--- src/rtl/uart_pkg.sv ---
`default_nettype none
// uart_pkg: shared types for the oversampling UART receiver.
// Rev 1.0 - initial release.
package uart_pkg;

    typedef enum logic [2:0] {
        IDLE   = 3'd0,
        START  = 3'd1,
        DATA   = 3'd2,
        PARITY = 3'd3,
        STOP   = 3'd4,
        STOP2  = 3'd5
    } uart_rx_state_t;

    typedef enum logic [1:0] {
        PAR_NONE     = 2'b00,
        PAR_EVEN     = 2'b01,
        PAR_ODD      = 2'b10,
        PAR_NONE_ALT = 2'b11
    } parity_mode_t;

    typedef struct packed {
        logic parity_err;
        logic frame_err;
    } rx_status_t;

    function automatic logic majority3(input logic a, input logic b, input logic c);
        return (a & b) | (a & c) | (b & c);
    endfunction

endpackage
`default_nettype wire

--- src/rtl/counter.sv ---
`default_nettype none
// counter: wrapping up-counter 0..limit with synchronous clear and enable.
// Rev 1.0 - initial release.
module counter #(
    parameter int WIDTH = 8
) (
    input  logic             clk,
    input  logic             rst_n,
    input  logic             clear,
    input  logic             enable,
    input  logic [WIDTH-1:0] limit,
    output logic [WIDTH-1:0] count
);

    always_ff @(posedge clk or negedge rst_n) begin
        if (!rst_n) begin
            count <= '0;
        end else if (clear) begin
            count <= '0;
        end else if (enable) begin
            count <= (count == limit) ? '0 : count + 1'b1;
        end
    end

endmodule
`default_nettype wire

--- src/rtl/uart_rx_fifo.sv ---
`default_nettype none
// uart_rx_fifo: synchronous show-ahead FIFO with full/empty flags.
// Rev 1.0 - initial release.
module uart_rx_fifo #(
    parameter int WIDTH = 10,
    parameter int DEPTH = 4
) (
    input  logic             clk,
    input  logic             rst_n,
    input  logic             push,
    input  logic             pop,
    input  logic [WIDTH-1:0] in_data,
    output logic [WIDTH-1:0] out_data,
    output logic             full,
    output logic             empty
);

    localparam int AW = $clog2(DEPTH);

    logic [WIDTH-1:0] mem [DEPTH];
    logic [AW:0]      wr_ptr;
    logic [AW:0]      rd_ptr;
    logic             wr_en;
    logic             rd_en;

    assign empty    = (wr_ptr == rd_ptr);
    assign full     = (wr_ptr[AW] != rd_ptr[AW]) && (wr_ptr[AW-1:0] == rd_ptr[AW-1:0]);
    assign rd_en    = pop && !empty;
    // A simultaneous pop frees the slot the write lands in.
    assign wr_en    = push && (!full || rd_en);
    assign out_data = mem[rd_ptr[AW-1:0]];

    always_ff @(posedge clk) begin
        if (wr_en) begin
            mem[wr_ptr[AW-1:0]] <= in_data;
        end
    end

    always_ff @(posedge clk or negedge rst_n) begin
        if (!rst_n) begin
            wr_ptr <= '0;
            rd_ptr <= '0;
        end else begin
            if (wr_en) wr_ptr <= wr_ptr + 1'b1;
            if (rd_en) rd_ptr <= rd_ptr + 1'b1;
        end
    end

endmodule
`default_nettype wire

--- src/rtl/uart_rx_os.sv ---
`default_nettype none
// uart_rx_os: oversampling UART receiver with majority voting and receive FIFO.
// Rev 1.0 - initial release.
module uart_rx_os
    import uart_pkg::*;
#(
    parameter int WIDTH         = 8,
    parameter int OVERSAMPLE    = 16,
    parameter int DIV_WIDTH     = 16,
    parameter int FIFO_DEPTH    = 4,
    parameter int LITTLE_ENDIAN = 1
) (
    input  logic                 clk,
    input  logic                 i_reset_n,
    input  logic                 i_rx,
    input  logic [DIV_WIDTH-1:0] i_divisor,
    input  logic [1:0]           i_parity,
    input  logic                 i_two_stop,
    input  logic                 i_clear_err,
    output logic [WIDTH-1:0]     o_data,
    output logic                 o_valid,
    input  logic                 i_ready,
    output logic                 o_frame_err,
    output logic                 o_parity_err,
    output logic                 o_overrun,
    output logic                 o_busy
);

    localparam int SUB_W = $clog2(OVERSAMPLE);
    localparam int IDX_W = $clog2(WIDTH);
    localparam logic [SUB_W-1:0] SUB_MAX  = SUB_W'(OVERSAMPLE - 1);
    localparam logic [SUB_W-1:0] SAMP_A   = SUB_W'(OVERSAMPLE / 2 - 1);
    localparam logic [SUB_W-1:0] SAMP_B   = SUB_W'(OVERSAMPLE / 2);
    localparam logic [SUB_W-1:0] SAMP_C   = SUB_W'(OVERSAMPLE / 2 + 1);
    localparam logic [IDX_W-1:0] IDX_LAST = IDX_W'(WIDTH - 1);

    logic [1:0]           rst_sync;
    logic                 rst_n;
    logic                 rx_meta, rx_sync, rx_prev;
    uart_rx_state_t       state, next_state;
    logic                 start_edge, busy, tick, decide, bit_val;
    logic                 push, pop, fifo_full, fifo_empty;
    logic [DIV_WIDTH-1:0] div_eff, div_max, tick_cnt;
    logic [SUB_W-1:0]     sub_cnt;
    logic [IDX_W-1:0]     bit_idx;
    logic [1:0]           samples;
    logic [WIDTH-1:0]     shreg;
    logic                 par_acc, perr, ferr, two_stop, parity_en, overrun;
    parity_mode_t         par_mode;
    rx_status_t           push_status, head_status;
    logic [WIDTH-1:0]     head_data;
    logic [WIDTH+1:0]     fifo_in, fifo_out;

    // Assert asynchronously, release two clocks after i_reset_n rises.
    always_ff @(posedge clk or negedge i_reset_n) begin
        if (!i_reset_n) rst_sync <= 2'b00;
        else            rst_sync <= {rst_sync[0], 1'b1};
    end
    assign rst_n = rst_sync[1];

    always_ff @(posedge clk or negedge rst_n) begin
        if (!rst_n) begin
            rx_meta <= 1'b1;
            rx_sync <= 1'b1;
            rx_prev <= 1'b1;
        end else begin
            rx_meta <= i_rx;
            rx_sync <= rx_meta;
            rx_prev <= rx_sync;
        end
    end

    assign busy       = (state != IDLE);
    assign start_edge = (state == IDLE) && rx_prev && !rx_sync;
    assign div_eff    = (i_divisor < DIV_WIDTH'(2)) ? DIV_WIDTH'(2) : i_divisor;
    assign parity_en  = (par_mode == PAR_EVEN) || (par_mode == PAR_ODD);

    counter #(.WIDTH(DIV_WIDTH)) u_tick (
        .clk    (clk),
        .rst_n  (rst_n),
        .clear  (start_edge),
        .enable (busy),
        .limit  (div_max),
        .count  (tick_cnt)
    );
    assign tick = busy && (tick_cnt == div_max);

    counter #(.WIDTH(SUB_W)) u_bitphase (
        .clk    (clk),
        .rst_n  (rst_n),
        .clear  (start_edge),
        .enable (tick),
        .limit  (SUB_MAX),
        .count  (sub_cnt)
    );
    assign decide  = tick && (sub_cnt == SAMP_C);
    assign bit_val = majority3(samples[0], samples[1], rx_sync);

    always_ff @(posedge clk or negedge rst_n) begin
        if (!rst_n) state <= IDLE;
        else        state <= next_state;
    end

    always_comb begin
        next_state = state;
        push       = 1'b0;
        case (state)
            IDLE:   if (start_edge) next_state = START;
            START:  if (decide) next_state = bit_val ? IDLE : DATA;
            DATA:   if (decide && bit_idx == IDX_LAST) next_state = parity_en ? PARITY : STOP;
            PARITY: if (decide) next_state = STOP;
            STOP: begin
                if (decide) begin
                    if (two_stop) begin
                        next_state = STOP2;
                    end else begin
                        push       = 1'b1;
                        next_state = IDLE;
                    end
                end
            end
            STOP2: begin
                if (decide) begin
                    push       = 1'b1;
                    next_state = IDLE;
                end
            end
            default: next_state = IDLE;
        endcase
    end

    always_ff @(posedge clk or negedge rst_n) begin
        if (!rst_n) begin
            samples  <= 2'b11;
            shreg    <= '0;
            bit_idx  <= '0;
            par_acc  <= 1'b0;
            perr     <= 1'b0;
            ferr     <= 1'b0;
            div_max  <= DIV_WIDTH'(1);
            par_mode <= PAR_NONE;
            two_stop <= 1'b0;
        end else begin
            if (tick && sub_cnt == SAMP_A) samples[0] <= rx_sync;
            if (tick && sub_cnt == SAMP_B) samples[1] <= rx_sync;
            if (start_edge) begin
                bit_idx  <= '0;
                par_acc  <= 1'b0;
                perr     <= 1'b0;
                ferr     <= 1'b0;
                div_max  <= div_eff - DIV_WIDTH'(1);
                par_mode <= parity_mode_t'(i_parity);
                two_stop <= i_two_stop;
            end else if (decide) begin
                case (state)
                    DATA: begin
                        if (LITTLE_ENDIAN != 0) shreg <= {bit_val, shreg[WIDTH-1:1]};
                        else                    shreg <= {shreg[WIDTH-2:0], bit_val};
                        par_acc <= par_acc ^ bit_val;
                        bit_idx <= bit_idx + 1'b1;
                    end
                    PARITY: perr <= (bit_val != (par_acc ^ (par_mode == PAR_ODD)));
                    STOP:   if (!bit_val) ferr <= 1'b1;
                    default: ;
                endcase
            end
        end
    end

    // The final stop bit's own sample folds into frame_err at push time.
    assign push_status.parity_err = perr;
    assign push_status.frame_err  = ferr | ~bit_val;
    assign fifo_in                = {push_status, shreg};
    assign pop                    = !fifo_empty && i_ready;

    uart_rx_fifo #(.WIDTH(WIDTH + 2), .DEPTH(FIFO_DEPTH)) u_fifo (
        .clk      (clk),
        .rst_n    (rst_n),
        .push     (push),
        .pop      (pop),
        .in_data  (fifo_in),
        .out_data (fifo_out),
        .full     (fifo_full),
        .empty    (fifo_empty)
    );
    assign head_status = rx_status_t'(fifo_out[WIDTH+1:WIDTH]);
    assign head_data   = fifo_out[WIDTH-1:0];

    always_ff @(posedge clk or negedge rst_n) begin
        if (!rst_n)                          overrun <= 1'b0;
        else if (push && fifo_full && !pop)  overrun <= 1'b1;
        else if (i_clear_err)                overrun <= 1'b0;
    end

    assign o_valid      = !fifo_empty;
    assign o_data       = o_valid ? head_data : '0;
    assign o_frame_err  = o_valid & head_status.frame_err;
    assign o_parity_err = o_valid & head_status.parity_err;
    assign o_overrun    = overrun;
    assign o_busy       = busy;

endmodule
`default_nettype wire
--- config.mk ---
export PLATFORM = sky130hd
export DESIGN_NAME = uart_rx_os
export DESIGN_NICKNAME = d
export VERILOG_FILES = /design/src/rtl/uart_pkg.sv /design/src/rtl/counter.sv /design/src/rtl/uart_rx_fifo.sv /design/src/rtl/uart_rx_os.sv
export SDC_FILE = /design/constraint.sdc
export NUM_CORES = 1
export LEC_CHECK = 0
export ABC_CLOCK_PERIOD_IN_PS = 5050
export CELL_PAD_IN_SITES_DETAIL_PLACEMENT = 0
export CELL_PAD_IN_SITES_GLOBAL_PLACEMENT = 1
export CORE_MARGIN = 2
export CORE_UTILIZATION = 53
export CTS_CLUSTER_DIAMETER = 80
export CTS_CLUSTER_SIZE = 28
export DETAILED_ROUTE_END_ITERATION = 6
export DONT_BUFFER_PORTS = 1
export PLACE_DENSITY = 0.82
export SLEW_MARGIN = 30
export SYNTH_ARGS = -nofsm -noshare
export SYNTH_HDL_FRONTEND = slang
export SYNTH_SLANG_ARGS = --single-unit
export TNS_END_PERCENT = 5
--- constraint.sdc ---
create_clock -name clk -period 5.05 [get_ports clk]
set_input_delay 0.7575 -clock clk [delete_from_list [all_inputs] [get_ports clk]]
set_output_delay 0.7575 -clock clk [all_outputs]
set_load 0.02 [all_outputs]
; Word level (Yosys, flattened, before mapping)
; Memories as Yosys holds them, arrays and structs flattened.
; Cells that the tools add are included.
[totals]
ramBits = 40
latch_bits = 0
register_bits = 70
mem_count = 1
rom_bits = 0
[classes]
n_eq_ne = 24
shifts = 0
addsub = 6
div = 0
mul = 0
bitwise_logic = 12
magnitude_cmp = 1
n_reduce_logical = 33
n_mux = 39
[memory_table]
columns = memory, words, word_bits, read_ports, rd_clocked_by_memory_dff, wr, line
row1 = u_fifo.mem, 4, 10, 1, 0, 1, uart_rx_fifo.sv:20  ; logic [WIDTH-1:0] mem [DEPTH];
[ops]
columns = cell, count
row1 = $mux W16, 4
row2 = $mux W3, 11
row3 = $pmux W3 S6, 1
row4 = $mux W1, 17
row5 = $add A16 B1 Y16 const B, 1
row6 = $eq A16 B16 Y1, 1
row7 = $lt A16 B2 Y1 const B, 1
row8 = $sub A16 B1 Y16 const B, 1
row9 = $ne A2 B2 Y1 const B, 7
row10 = $reduce_bool A2 Y1, 7
row11 = $logic_and A1 B1 Y1, 13
row12 = $eq A4 B4 Y1 const B, 3
row13 = $mux W4, 3
row14 = $add A3 B1 Y3 const B, 3
row15 = $eq A3 B3 Y1 const B, 3
row16 = $mux W8, 1
row17 = $eq A3 B2 Y1 const B, 2
row18 = $reduce_and A3 Y1, 2
row19 = $reduce_and A6 Y1, 1
row20 = $and A1 B1 Y1, 5
row21 = $add A4 B1 Y4 const B, 1
row22 = $eq A4 B3 Y1 const B, 1
row23 = $logic_not A1 Y1, 4
row24 = $reduce_and A2 Y1, 2
row25 = other kinds (14), 20

; Longest topological paths before layout
[logic_depth]
word_depth = 8
depth_mapped = 10
ltp_nobuf = 10

; Hierarchy
; A second synthesis with hierarchy kept.
[unflattened]
hier_cells = 520
area_unflattened_um2 = 5863.1
[modules_own_cells]
columns = mod, instances, seq_area_each_um2, area_per_inst_um2, cells_each
row1 = uart_rx_os, 1, 1108.6, 2446.1, 247
row2 = uart_rx_fifo, 1, 1351.3, 1900.6, 100
row3 = counter at u_tick, 1, 400.4, 1261.2, 146
row4 = counter at u_bitphase, 1, 100.1, 255.2, 27

; Worst setup path after synthesis
; No wires, ideal clock.
[synth_path]
path_kind = input to register
start = in i_divisor[8]
end = reg div_max[4]
required_ns = 4.967
cell_stages = 9
path_slack_ns = 2.208
arrival_ns = 2.759
n_path_buf = 0
path_cell_list = or3_1 nor4_4 nand2_1 o21ai_0 ha_1 inv_1 or3_2 xor2_1 o21ai_0
[synth_via]
elab_chain_len = 3
[synth_lines]
columns = element, line
row1 = start: declaration, uart_rx_os.sv:16  ; input logic [DIV_WIDTH-1:0] i_divisor,
row2 = $lt A16 B2 Y1, uart_rx_os.sv:75  ; assign div_eff = (i_divisor < DIV_WIDTH'(2)) ? DIV_WIDTH'(2) : i_divisor;
row3 = $mux W16, uart_rx_os.sv:75
row4 = $sub A16 B1 Y16, uart_rx_os.sv:151  ; div_max <= div_eff - DIV_WIDTH'(1);
row5 = end signal: assignment, uart_rx_os.sv:151
row6 = end: declaration, uart_rx_os.sv:43  ; logic [DIV_WIDTH-1:0] div_eff, div_max, tick_cnt;
; Every way passes these cells.
; A chain may end at the register's enable or synchronous reset.

; Final worst setup path
[layout_path]
start = reg u_fifo.rd_ptr[0]
end = out o_frame_err
[layout_via]
elab_chain_len = 3
elab_cells_between_ends = 4
classes_between = 1 x eq/ne / 1 x bitwise / 1 x reduce/logical / 1 x memory
[layout_lines]
columns = element, line
row1 = start: declaration, uart_rx_fifo.sv:22  ; logic [AW:0] rd_ptr;
row2 = start signal: assignment, uart_rx_fifo.sv:45  ; if (rd_en) rd_ptr <= rd_ptr + 1'b1;
row3 = $eq A3 B3 Y1, uart_rx_fifo.sv:26  ; assign empty = (wr_ptr == rd_ptr);
row4 = $logic_not A1 Y1, uart_rx_os.sv:195  ; assign o_valid = !fifo_empty;
row5 = named net o_valid, uart_rx_os.sv:21  ; output logic o_valid,
row6 = $and A1 B1 Y1, uart_rx_os.sv:197  ; assign o_frame_err = o_valid & head_status.frame_err;
row7 = end: declaration, uart_rx_os.sv:23  ; output logic o_frame_err,
; The timed path passes the listed nets, and every way through them passes these cells.

==> summary.md <==
| Metric | Value |
|---|---|
| Synth Instances | 446 |
| Synthesis-to-layout area growth | 6.12% |
| Post-route core utilization | 57.7% |
| HP Class | in2async |
| Mapped Avg Cell Area | 11.9 um2 |
| Max Fclk | 323 MHz |
| DP HPWL | 6470 um |
| Die height | 104 um |
| Relative slew slack | 48.2% |
| Period minus WS final | 3100 ps |
| Synth Area in Compound Gates | 7.07% |
| Critical Path RT | 4290 ps |
| CP max stage cell | dfrtp_1 |
| Total of max-cap violations | 0 |
| GRT Total Usage | 19.0% |
| Largest family of logic cells by synthesized area | simple AND/OR/NAND/NOR gates |
| Place WS | 2000 ps |
| First-pass GRT wire length | 16,100 um |
| Site row count | 36 |
| # resized after CTS | 0 |
| DR pass1 iterations | 4 |
| Simple-Gate Fraction of Synth Area | 15.9% |
| Setup violators final | 0 |
| Adder-cell share of the synthesized area | 3.25% |
| Sequential share of the synthesized area | 55.7% |
| #FFs+latches synth | 110 |
| CTS tree | done |
| Crit start category | register |
| Worst ir drop on vdd | 0.000179 V |
| Cell area after technology mapping | 0.00531 mm2 |
| Synth Area in XOR/XNOR | 7.91% |
| Fraction of layout cells with a size suffix above 1 | 14.2% |
| Num CTS Buffers | 9 |
| Unrepaired setup endpoints after global routing | false |
| P per Cell Area | 406 mW/mm2 |
| Main synth FF type | dfrtp_1 |
| Worst path cell trace | xnor2_1 > nand3_1 > and2_1 |
| IO buf count | 0 |
| Postcts setup bufs | 0 |
| Grt ovf | 0 |
| I/O pins | 37 |
| Synth top area share | 30.1% |
| Period utilization | 61.3% |
| Die W | 104 um |
| Core Area | 0.00977 mm2 |
| Root Buffer | clkbuf_8 |
| Asr flop ratio synth | 63.6% |
| H-tree Lvls | 3 |
| YS warnings | 0 |
| Initial DRC count | 196 |
| CP max stage delay | 860 ps |
| Clk buf depth | 2 |
| Tot Pwr | 2.29 mW |
| Vias in the first global route | 3,194 |
| Filler instances | 833 |
| Wire per inst | 16.0 um |
| Clk sinks | 110 |
| Number of synthesized flops with an enable pin | 40 |
| TNS Setup | 0 ps |
| Unique masters post-synth | 59 |
| Die area | 0.0108 mm2 |
| Total Routed Length | 9350 um |
| Clock-pin transition on the worst setup and hold timing paths | 110 ps |
| Vias | 3,177 |
| Final ANT Viol Nets | 0 |
| Largest net degree at the start of global routing | 69 |
| Synth Net Count | 483 |
| Antenna violations before repair | 0 |
| Critical path peak fanout | 13 |
| CP endpoint kind | output port |
| Starting density of the core | 54.4% |
| Least-Margin Pin Slew | 777 ps |
| Multiplexer share of the synthesized area | 7.23% |
| N_diodes | 0 |
| Area leader, netlist | dfrtp_1 |
| Commonest cells after routing, fill and taps aside | 63 x dfrtp_1, 54 x nand2_1, 40 x edfxtp_1 |
| Setup ws final | 1950 ps |
| Multi-input logic area | 0.00220 mm2 |
| Setup CP Type | reg2out |
| Post-CTS Hold Buffers | 0 |
| Status | finished, final reports clean |
| Synth top area cells | dfrtp_1 30%, edfxtp_1 23%, xor2_1 4.8% |
| Final Skew | 20.2 ps |
| Leak Pwr | 2.36 nW |
| Routability Congestion | 0.804 |
| Slew Limit Fails | 0 |
| Sequential cell area | 0.00296 mm2 |
| Vias per cell | 5.45 |
| Nets | 482 |
| Worst hold slack | 46.2 ps |
| Drc violations | 0 |
| Most common cell after layout, fill and taps aside | dfrtp_1 |
| Clk_lat worst skew | 390 ps |
| Worst Path Arrival | 2340 ps |
| Fin. Hold Viols | 0 |
==> layout make-up <==
type,count,share of cell area [%]
Sequential cell,110,52.5
Multi-Input combinational cell,305,39.0
Tap cell,133,2.95
Clock buffer,9,2.20
Clock inverter,7,1.55
Inverter,16,1.11
Timing Repair Buffer,3,0.621
==> state kept, by name, indices dropped and copies added, names as in the netlist, 2 cells and up <==
register	count
bit_idx	3
div_max	16
par_mode	2
rst_sync	2
samples	2
shreg	8
state	3
u_bitphase.count	4
u_fifo.mem	40
u_fifo.rd_ptr	3
u_fifo.wr_ptr	3
u_tick.count	16
==> synthesized netlist by cell type, drive strengths merged, types with 5 or more instances <==
master	count
mux4	10
nand2	56
dfrtp	64
nand3	13
ha	13
nand4	6
xor2	29
clkbuf	7
nor2	27
or3	5
nor3	8
buf	8
xnor2	19
inv	16
edfxtp	40
and2	15
nor4	9
dfstp	6
o21ai	29
a21oi	9
mux2	12
==> routing by layer <==
| metal | track usage (%) | share of wire, % | vias up |
|---|---|---|---|
| li1 | - | - | 1566 |
| met1 | 28.5 | 49 | 1542 |
| met2 | 27.2 | 46 | 58 |
| met3 | 3.57 | 3.3 | 11 |
| met4 | 8.01 | 1.8 | 0 |
| met5 | 0 | 0 | - |
==> worst paths after layout <==
check,start,endpoint,slack [ps],cells after the start
worst max-delay path,u_fifo.rd_ptr[0],o_frame_err,1950,3
worst min-delay path,i_reset_n,rst_sync[1],50,0
worst max register to register,u_tick.count[3],u_fifo.mem[1][9],2090,5
worst min register to register,rst_sync[1],shreg[5],290,1
max in group asynchronous,rst_sync[1],rx_sync,4140,2
min in group clk,rx_meta,rx_sync,360,0
==> where the power goes <==
part           switching [mW]  internal (mW)  leakage [nW]
clock                   0.345          0.200         0.102
combinational           0.288          0.241         0.928
sequential              0.172           1.05          1.33
total                   0.805           1.49          2.36
==> stage by stage <==
step,std cells,cell area [um2]
floorplan,446,5310
global placement,566,5400
detailed placement,566,5400
CTS,582,5620
global route,583,5640
finish,583,5640
==> kinds of logic (layout without fill, tap and decap cells) <==
group / Yosys count / in the layout
compound gates: 58 / 58
xor+xnor: 48 / 48
fa+ha+maj: 14 / 14
buf+inv: 31 / 35
flops: 110 / 110
mux: 24 / 24
other cells: 1 / 1
simple gates: 160 / 160
==> critical path: cells and delay by family, from the launching register on <==
kind             cells  cell delay [ps]
XOR/XNOR             1              220
flip-flops           1              860
AND/OR/NAND/NOR      2              860
Note: power is estimated with default switching activity, not from simulation.
